### src/rtl/fetch_pkg.sv
// Shared definitions for the instruction fetch stage: default geometry of the
// program RAM, the halt opcode and the fetch FSM state encoding.
package fetch_pkg;

    // Default program RAM geometry: 64 words of 16 bits.
    localparam int unsigned FETCH_ADDR_W = 6;
    localparam int unsigned FETCH_DATA_W = 16;

    // Opcode that stops fetching when the halt feature is built in.
    localparam logic [15:0] FETCH_HALT_WORD = 16'hFFFF;

    // Fetch FSM: running normally, or parked after a HALT opcode.
    typedef enum logic [0:0] {
        S_RUN  = 1'b0,
        S_HALT = 1'b1
    } fetch_state_e;

endpackage : fetch_pkg

### src/rtl/fetch_skid_fifo.sv
// Two-entry FIFO holding {pc, instr} pairs returned by the program RAM.
// The head is presented combinationally from storage. Flush wins over push and
// pop in the same cycle. A push into a full FIFO or a pop from an empty FIFO is
// ignored, although the fetch stage never requests either.
module fetch_skid_fifo
    import fetch_pkg::*;
#(
    parameter int unsigned ADDR_W = FETCH_ADDR_W,
    parameter int unsigned DATA_W = FETCH_DATA_W
) (
    input  logic              clk,
    input  logic              rst,
    input  logic              push_i,
    input  logic [ADDR_W-1:0] push_pc_i,
    input  logic [DATA_W-1:0] push_instr_i,
    input  logic              pop_i,
    input  logic              flush_i,
    output logic [1:0]        count_o,
    output logic              empty_o,
    output logic [ADDR_W-1:0] head_pc_o,
    output logic [DATA_W-1:0] head_instr_o
);

    logic [ADDR_W-1:0] pc_mem_q    [2];
    logic [DATA_W-1:0] instr_mem_q [2];
    logic              rd_ptr_q;
    logic              rd_ptr_d;
    logic              wr_ptr_q;
    logic              wr_ptr_d;
    logic [1:0]        count_q;
    logic [1:0]        count_d;
    logic              wr_en_s;
    logic              rd_en_s;

    // Qualified write/read strobes; flush suppresses both.
    assign wr_en_s = push_i & ~flush_i & (count_q != 2'd2);
    assign rd_en_s = pop_i  & ~flush_i & (count_q != 2'd0);

    // Pointer and occupancy next-state.
    always_comb begin
        rd_ptr_d = rd_ptr_q;
        wr_ptr_d = wr_ptr_q;
        count_d  = count_q;
        if (flush_i) begin
            rd_ptr_d = 1'b0;
            wr_ptr_d = 1'b0;
            count_d  = 2'd0;
        end else begin
            rd_ptr_d = rd_ptr_q ^ rd_en_s;
            wr_ptr_d = wr_ptr_q ^ wr_en_s;
            count_d  = count_q + {1'b0, wr_en_s} - {1'b0, rd_en_s};
        end
    end

    // Pointer, occupancy and storage registers; storage clears on reset so the
    // head reads as zero straight out of reset.
    always_ff @(posedge clk) begin
        if (rst) begin
            rd_ptr_q <= 1'b0;
            wr_ptr_q <= 1'b0;
            count_q  <= 2'd0;
            for (int i = 0; i < 2; i++) begin
                pc_mem_q[i]    <= {ADDR_W{1'b0}};
                instr_mem_q[i] <= {DATA_W{1'b0}};
            end
        end else begin
            rd_ptr_q <= rd_ptr_d;
            wr_ptr_q <= wr_ptr_d;
            count_q  <= count_d;
            if (wr_en_s) begin
                pc_mem_q[wr_ptr_q]    <= push_pc_i;
                instr_mem_q[wr_ptr_q] <= push_instr_i;
            end
        end
    end

    assign count_o      = count_q;
    assign empty_o      = (count_q == 2'd0);
    assign head_pc_o    = pc_mem_q[rd_ptr_q];
    assign head_instr_o = instr_mem_q[rd_ptr_q];

endmodule : fetch_skid_fifo

### src/rtl/instr_fetch_unit.sv
// Instruction fetch stage sitting directly behind the 64x16 program RAM.
// Owns the PC, drives the RAM read address, absorbs the RAM's one-cycle read
// latency through a two-entry skid FIFO and hands instructions to decode over
// a valid/ready handshake. Redirects from execute flush everything in flight.
//
// Build option: define IFU_HALT_EN to make HALT_WORD stop fetching (FSM enters
// S_HALT, halted rises once the HALT word has been handed to decode). Without
// it HALT_WORD is an ordinary instruction and halted stays 0.
module instr_fetch_unit
    import fetch_pkg::*;
#(
    parameter int unsigned       ADDR_W    = FETCH_ADDR_W,
    parameter int unsigned       DATA_W    = FETCH_DATA_W,
    parameter logic [ADDR_W-1:0] RESET_PC  = {ADDR_W{1'b0}},
    parameter logic [DATA_W-1:0] HALT_WORD = FETCH_HALT_WORD
) (
    input  logic              clk,
    input  logic              rst,
    output logic [ADDR_W-1:0] mem_addr,
    output logic              mem_we,
    input  logic [DATA_W-1:0] mem_rdata,
    input  logic              redir_valid,
    input  logic [ADDR_W-1:0] redir_pc,
    output logic              out_valid,
    input  logic              out_ready,
    output logic [DATA_W-1:0] out_instr,
    output logic [ADDR_W-1:0] out_pc,
    output logic              halted
);

`ifdef IFU_HALT_EN
    localparam logic HALT_EN = 1'b1;
`else
    localparam logic HALT_EN = 1'b0;
`endif

    fetch_state_e      state_q;
    fetch_state_e      state_d;
    logic [ADDR_W-1:0] pc_q;
    logic [ADDR_W-1:0] pc_d;
    logic [ADDR_W-1:0] req_pc_q;
    logic [ADDR_W-1:0] req_pc_d;
    logic              inflight_q;
    logic              inflight_d;
    logic              halted_q;
    logic              halted_d;

    logic [1:0]        fifo_count_s;
    logic              fifo_empty_s;
    logic              push_s;
    logic              pop_s;
    logic              flush_s;
    logic [2:0]        occ_s;
    logic              issue_s;
    logic              halt_hit_s;
    logic              halt_out_s;

    // A transfer to decode happens whenever the head is valid and decode is
    // ready; it counts as accepted even if a redirect flushes the same cycle.
    assign pop_s   = ~fifo_empty_s & out_ready;
    assign flush_s = redir_valid;

    // The RAM word for the previous issue lands now; a redirect discards it.
    assign push_s  = inflight_q & ~redir_valid;

    // Occupancy after this cycle's transfer, counting the word still returning.
    // Netting out the pop lets the stage sustain one instruction per cycle
    // while guaranteeing buffer + in-flight never exceeds two.
    assign occ_s = {1'b0, fifo_count_s} + {2'b00, inflight_q} - {2'b00, pop_s};

    // A returning HALT word stops issue in the same cycle, so nothing behind it
    // is ever in flight.
    assign halt_hit_s = HALT_EN & push_s & (mem_rdata == HALT_WORD);

    // The HALT word leaving the buffer: it is always the last word while parked.
    assign halt_out_s = HALT_EN & pop_s & (out_instr == HALT_WORD);

    assign issue_s = (state_q == S_RUN) & ~redir_valid & ~halt_hit_s & (occ_s < 3'd2);

    // Next-state for FSM, PC, in-flight tracking and the halted flag.
    always_comb begin
        state_d    = state_q;
        pc_d       = pc_q;
        req_pc_d   = req_pc_q;
        inflight_d = 1'b0;
        halted_d   = halted_q;
        case (state_q)
            S_RUN: begin
                if (redir_valid) begin
                    pc_d     = redir_pc;
                    halted_d = 1'b0;
                    state_d  = S_RUN;
                end else begin
                    if (issue_s) begin
                        pc_d       = pc_q + {{(ADDR_W-1){1'b0}}, 1'b1};
                        req_pc_d   = pc_q;
                        inflight_d = 1'b1;
                    end else begin
                        pc_d       = pc_q;
                        inflight_d = 1'b0;
                    end
                    if (halt_hit_s) begin
                        state_d = S_HALT;
                    end else begin
                        state_d = S_RUN;
                    end
                end
            end
            S_HALT: begin
                if (redir_valid) begin
                    pc_d     = redir_pc;
                    halted_d = 1'b0;
                    state_d  = S_RUN;
                end else if (halt_out_s) begin
                    halted_d = 1'b1;
                    state_d  = S_HALT;
                end else begin
                    halted_d = halted_q;
                    state_d  = S_HALT;
                end
            end
            default: begin
                state_d  = S_RUN;
                halted_d = 1'b0;
            end
        endcase
    end

    // State registers; reset overrides any pending redirect.
    always_ff @(posedge clk) begin
        if (rst) begin
            state_q    <= S_RUN;
            pc_q       <= RESET_PC;
            req_pc_q   <= RESET_PC;
            inflight_q <= 1'b0;
            halted_q   <= 1'b0;
        end else begin
            state_q    <= state_d;
            pc_q       <= pc_d;
            req_pc_q   <= req_pc_d;
            inflight_q <= inflight_d;
            halted_q   <= halted_d;
        end
    end

    fetch_skid_fifo #(
        .ADDR_W (ADDR_W),
        .DATA_W (DATA_W)
    ) u_skid (
        .clk          (clk),
        .rst          (rst),
        .push_i       (push_s),
        .push_pc_i    (req_pc_q),
        .push_instr_i (mem_rdata),
        .pop_i        (pop_s),
        .flush_i      (flush_s),
        .count_o      (fifo_count_s),
        .empty_o      (fifo_empty_s),
        .head_pc_o    (out_pc),
        .head_instr_o (out_instr)
    );

    // The RAM address is the PC register itself; the RAM samples it each edge
    // and the returned word is kept only when that edge was an issue.
    assign mem_addr  = pc_q;
    assign mem_we    = 1'b0;
    assign out_valid = ~fifo_empty_s;
    assign halted    = halted_q;

endmodule : instr_fetch_unit

### config.mk
export PLATFORM = sky130hd
export DESIGN_NAME = instr_fetch_unit
export DESIGN_NICKNAME = d
export VERILOG_FILES = /design/src/rtl/fetch_pkg.sv /design/src/rtl/fetch_skid_fifo.sv /design/src/rtl/instr_fetch_unit.sv
export SDC_FILE = /design/constraint.sdc
export NUM_CORES = 1
export LEC_CHECK = 0
export CORE_AREA = 2 2 75 77
export CTS_CLUSTER_DIAMETER = 40
export DETAILED_ROUTE_END_ITERATION = 10
export DIE_AREA = 0 0 77 79
export PLACE_DENSITY = 0.8
export SYNTH_ARGS = -nofsm -noshare
export SYNTH_HDL_FRONTEND = slang
export SYNTH_SLANG_ARGS = --single-unit
### constraint.sdc
create_clock -name clk -period 8.5 [get_ports clk]
set_clock_uncertainty 0.1 [all_clocks]
set_input_delay 1.275 -clock clk [delete_from_list [all_inputs] [get_ports clk]]
set_output_delay 1.275 -clock clk [all_outputs]
set_load 0.05 [all_outputs]
# == After elaboration in Yosys (flattened, before gate mapping) ==
# Memory sizes are Yosys's and may differ from the RTL's. A register that Yosys moved wholly into a read port is not among the register bits.
# Cells that the tools add are included.
# op_classes
magnitude_cmp,1
add_sub_neg,5
n_eq_ne,3
reduce_logical,8
bitwise_logic,13
muxes,21
# ops
operator,count
6-bit two-way mux,4
16-bit two-way mux,1
16-bit OR reduction,1
1-bit two-way mux,14
6-bit case mux with 2 select lines,1
1-bit bitwise AND,8
6-bit by 1-bit adder with 6-bit output (second input constant),1
6-bit OR reduction,1
2-bit != test (second input constant),2
2-bit by 1-bit adder with 3-bit output,1
3-bit by 2-bit less-than comparator with 1-bit output (second input constant),1
3-bit != test (second input constant),1
1-bit NOT,3
3-bit AND reduction,1
3-bit OR reduction,1
3-bit by 1-bit subtractor with 3-bit output,1
2-bit by 1-bit adder with 2-bit output,1
2-bit logical NOT,1
1-bit case mux with 2 select lines,1
2-bit AND reduction,1
2-bit nonzero test,1
2-bit OR reduction,1
2-bit by 1-bit subtractor with 2-bit output,1
1-bit XOR,2
# totals
register_bits,19
input_bits,26
ramBits,44
mem_count,2
# mem_list
memory,words,width,rd,rd_clocked_by_memory_dff,wr,line_no,text
u_skid.instr_mem_q,2,16,1,1,2,fetch_skid_fifo.sv:25,logic [DATA_W-1:0] instr_mem_q [2];
u_skid.pc_mem_q,2,6,1,1,2,fetch_skid_fifo.sv:24,logic [ADDR_W-1:0] pc_mem_q [2];

# == Longest topological paths before layout ==
# depth
ltp_word,9
ltp_mapped,10
depth_no_buf,10

# == Cells and area by module ==
# Synthesis repeated with hierarchy kept, for this count alone.
# hier_totals
cells_unflattened,230
area_unflattened_um2,2937.8
# by_module_without_submodules
module,cells_per_inst,n_inst,area_per_inst_um2
fetch_skid_fifo,148,1,2199.6
instr_fetch_unit,82,1,738.2

# == Worst setup path after synthesis ==
# Ideal clock, no wire load.
# synth_path
kind,input port to flip-flop
from,in out_ready
to,reg pc_q[5] (netlist: mem_addr[5])
required_time_ns,8.326
t_arrival_ns,3.090
path_buffers,0
path_slack_ns,5.236
cell_stages,9
path_cell_list,nand2_1 > inv_1 > ha_1 > nand2b_1 > fa_1 > xnor2_2 > a31oi_1 > or3_1 > a31oi_1
# synth_via
elab_chain_cells,6
# synth_lines
element,line_no,text
start: declaration,instr_fetch_unit.sv:25,"input logic out_ready,"
1-bit bitwise AND,instr_fetch_unit.sv:60,assign pop_s = ~fifo_empty_s & out_ready;
3-bit by 1-bit subtractor with 3-bit output,instr_fetch_unit.sv:69,"assign occ_s = {1'b0, fifo_count_s} + {2'b00, inflight_q} - {2'b00, pop_s};"
3-bit by 2-bit less-than comparator with 1-bit output,instr_fetch_unit.sv:78,assign issue_s = (state_q == S_RUN) & ~redir_valid & ~halt_hit_s & (occ_s < 3'd2);
1-bit bitwise AND,instr_fetch_unit.sv:78,
3-bit != test (no line),--,
2-bit AND reduction (no line),--,
end signal: assignment,instr_fetch_unit.sv:139,pc_q <= pc_d;
end: declaration,instr_fetch_unit.sv:39,logic [ADDR_W-1:0] pc_q;
# Every way passes these cells.
# A chain may end at the register's enable or synchronous reset.

==> flow_summary.yaml <==
route:
  vias: 1849
  first_iter_violations: 127
  drc_errors: 0
  wire_per_inst_um: 14.1
  ant_nets: 0
  route.final.wire_length_um: 5040
  first_pass_iters: 4
  routed_via_density: 5.18
clock_network:
  clk_pin_slew_ps: 60
  cts-root-buf: "clkbuf_8"
  clock-sinks: 62
  post-cts-setup-buffers: 0
  cts_buffers: 9
  holdBufCountCts: 0
  clk_latency_ps: 330
  cts-htree-levels: 3
  cts_buffer_depth: 2
  cts_resized: 0
  cts_tree: "done"
pwr:
  peakVddDrop_mv: 0.105
  p_leak_nw: 1.40
  p_per_area_mw_per_mm2: 199
floorplan:
  die_width_um: 77
  die_h_um: 79
  dieArea_mm2: 0.00608
  rows: 27
  core_area_mm2: 0.00534
  boundaryPins: 57
  start_util: 0.531
place:
  routabilityCongestion: 0.864
  placed_area_mm2: 0.00341
  dp_cells: 341
  dpl.hpwl_um: 3240
  port_buffers: 54
layout:
  layout-drive-gt1-share: 0.158
  syn_to_final_growth_pct: 28.0
  finalNetCount: 311
  layoutNonFillerInstCount: 357
  design_area_mm2: 0.00363
  fill_cells: 431
  antenna_cells: 0
  fin_util: 0.680
sta:
  finalCritPeriodShare: 0.468
  slew_headroom: 0.228
  period_minus_slack_ps: 3980
  fmax_ghz: 0.251
  setup_viol: 0
  drv_slew: 0
  tns_ps: 0
  hold_viol_final: 0
  tightestPinTransition_ps: 1160
  rsz0062_at_grt: "no"
  hold_ws_ps: 401
setup_path:
  setup.worst_path.start_class: "input pin"
  rrSetupSlack_ps: 5590
  reg2reg_depth: 10
  cp_max_fo: 23
  worstSetupPathType: "input pin to flop"
  cp-end-kind: "flop"
  reg2reg_from: "u_skid.count_o[1]"
  required_ps: 8370
  arrival_ps: 3850
  worstReg2RegEnd: "mem_addr[5]"
worst_hold_path:
  hold_depth: 2
  min_path_type: "flop to flop"
  holdPathEnd: "req_pc_q[0]"
  hp-start: "req_pc_q[0]"
global_route:
  grt_pass1_wl_um: 8640
  antenna_found_initial: 0
  grt_pass1_vias: 1852
  grt_max_degree: 24
  grt-ovfl-total: 0
  grt_usage: 0.186
synthesis:
  ys.flop_type: "edfxtp_1"
  synth_common_cells: "45 x and2_1, 44 x edfxtp_1, 22 x mux2_2, 18 x dfxtp_1, 12 x nor2_1"
  synth_top_area_frac: 0.466
  syn_inst: 227
  synth_area_per_cell_um2: 12.5
  synth_most_common_cell: "and2_1"
  synth_area_mm2: 0.00283
  synthArstFlopShare: 0
  yosys.area.top_type: "edfxtp_1"
  ys_types: 42
  synth_area_leaders: "edfxtp_1 47%, dfxtp_1 13%, and2_1 9.9%"
  synth-seq-cells: 62
  seq_area_frac_synth: 0.594
  synth_enable_flop_cells: 44
  synth_warnings: 0
flow_run:
  maxCapViolations: 0
run_status:
  status: "finished, final reports clean"
-- through the flow --
| step | setup WS, ps | power [mW] |
|---|---|---|
| after floorplan | 5240 | 0.413 |
| after global placement | 4230 | 0.447 |
| after detailed placement | 4160 | 0.449 |
| after CTS | 4460 | 0.727 |
| after global routing | 4250 | 0.747 |
| final | 4520 | 0.722 |
-- cell type report --
cell class,count,area (µm²),share of cell area
Sequential cell,62,1680,0.464
Multi-Input combinational cell,147,1080,0.297
Timing Repair Buffer,54,541,0.149
Clock buffer,12,145,0.0400
Tap cell,72,90.1,0.0248
Clock inverter,4,71.3,0.0197
Inverter,6,22.5,0.00621
-- layer usage --
| layer | share of wire | GRT usage |
|---|---|---|
| met1 | 0.46 | 0.222 |
| met5 | 0 | 0 |
| met4 | 0.024 | 0.0982 |
| met3 | 0.048 | 0.0523 |
| met2 | 0.47 | 0.309 |
-- layout by cell type (no fill, tap or decap), drive strengths merged, types with 2 or more instances in the layout --
cell type	synthesis	routed
clkdlybuf4s50	0	54
and2	45	45
edfxtp	44	44
mux2	22	22
dfxtp	18	18
nor2	12	12
clkbuf	8	12
nand2	7	7
inv	6	6
mux2i	6	6
nor3	6	6
o21ai	5	5
a21oi	5	5
or2	4	4
ha	4	4
nand3	4	4
xor2	3	3
a31oi	3	3
xnor2	3	3
conb	1	2
bufinv	0	2
nor3b	2	2
-- worst max path at each step --
stage	to	from	slack [ps]
finish	u_skid.pc_mem_q[1][0]	redir_valid	4520
global route	u_skid.instr_mem_q[1][4]	redir_valid	4250
CTS	u_skid.pc_mem_q[1][0]	redir_valid	4460
floorplan	mem_addr[5]	out_ready	5240
global placement	u_skid.instr_mem_q[1][12]	redir_valid	4230
detailed placement	u_skid.instr_mem_q[1][5]	redir_valid	4160
-- logic make-up after synthesis --
kind of cell	Yosys count	share of synthesized area
adder cells (fa/ha/maj)	5	0.0247
XOR/XNOR	6	0.0212
AO/OA/AOI/OAI	19	0.0415
buffers and inverters	19	0.0291
multiplexers	28	0.109
other	1	0.00132
AND/OR/NAND/NOR	87	0.180
flip-flops	62	0.594
-- critical path: stages --
cell	delay [ps]
clkdlybuf4s50_1	670
nand3b_1	380
nor3b_2	910
or2_2	590
-- registers in the layout, indices dropped and copies added (netlist names) --
signal              cells
inflight_q              1
mem_addr                6
req_pc_q                6
state_q                 1
u_skid.count_o          2
u_skid.instr_mem_q     32
u_skid.pc_mem_q        12
u_skid.rd_ptr_q         1
u_skid.wr_ptr_q         1
-- power breakdown --
group	switching [mW]	internal, mW	leakage (nW)	total, mW
sequential	0.00787	0.338	0.605	0.346
combinational	0.0577	0.0387	0.687	0.0964
clock	0.108	0.172	0.104	0.280
total	0.173	0.549	1.40	0.722
(Power assumes the default switching activity.)
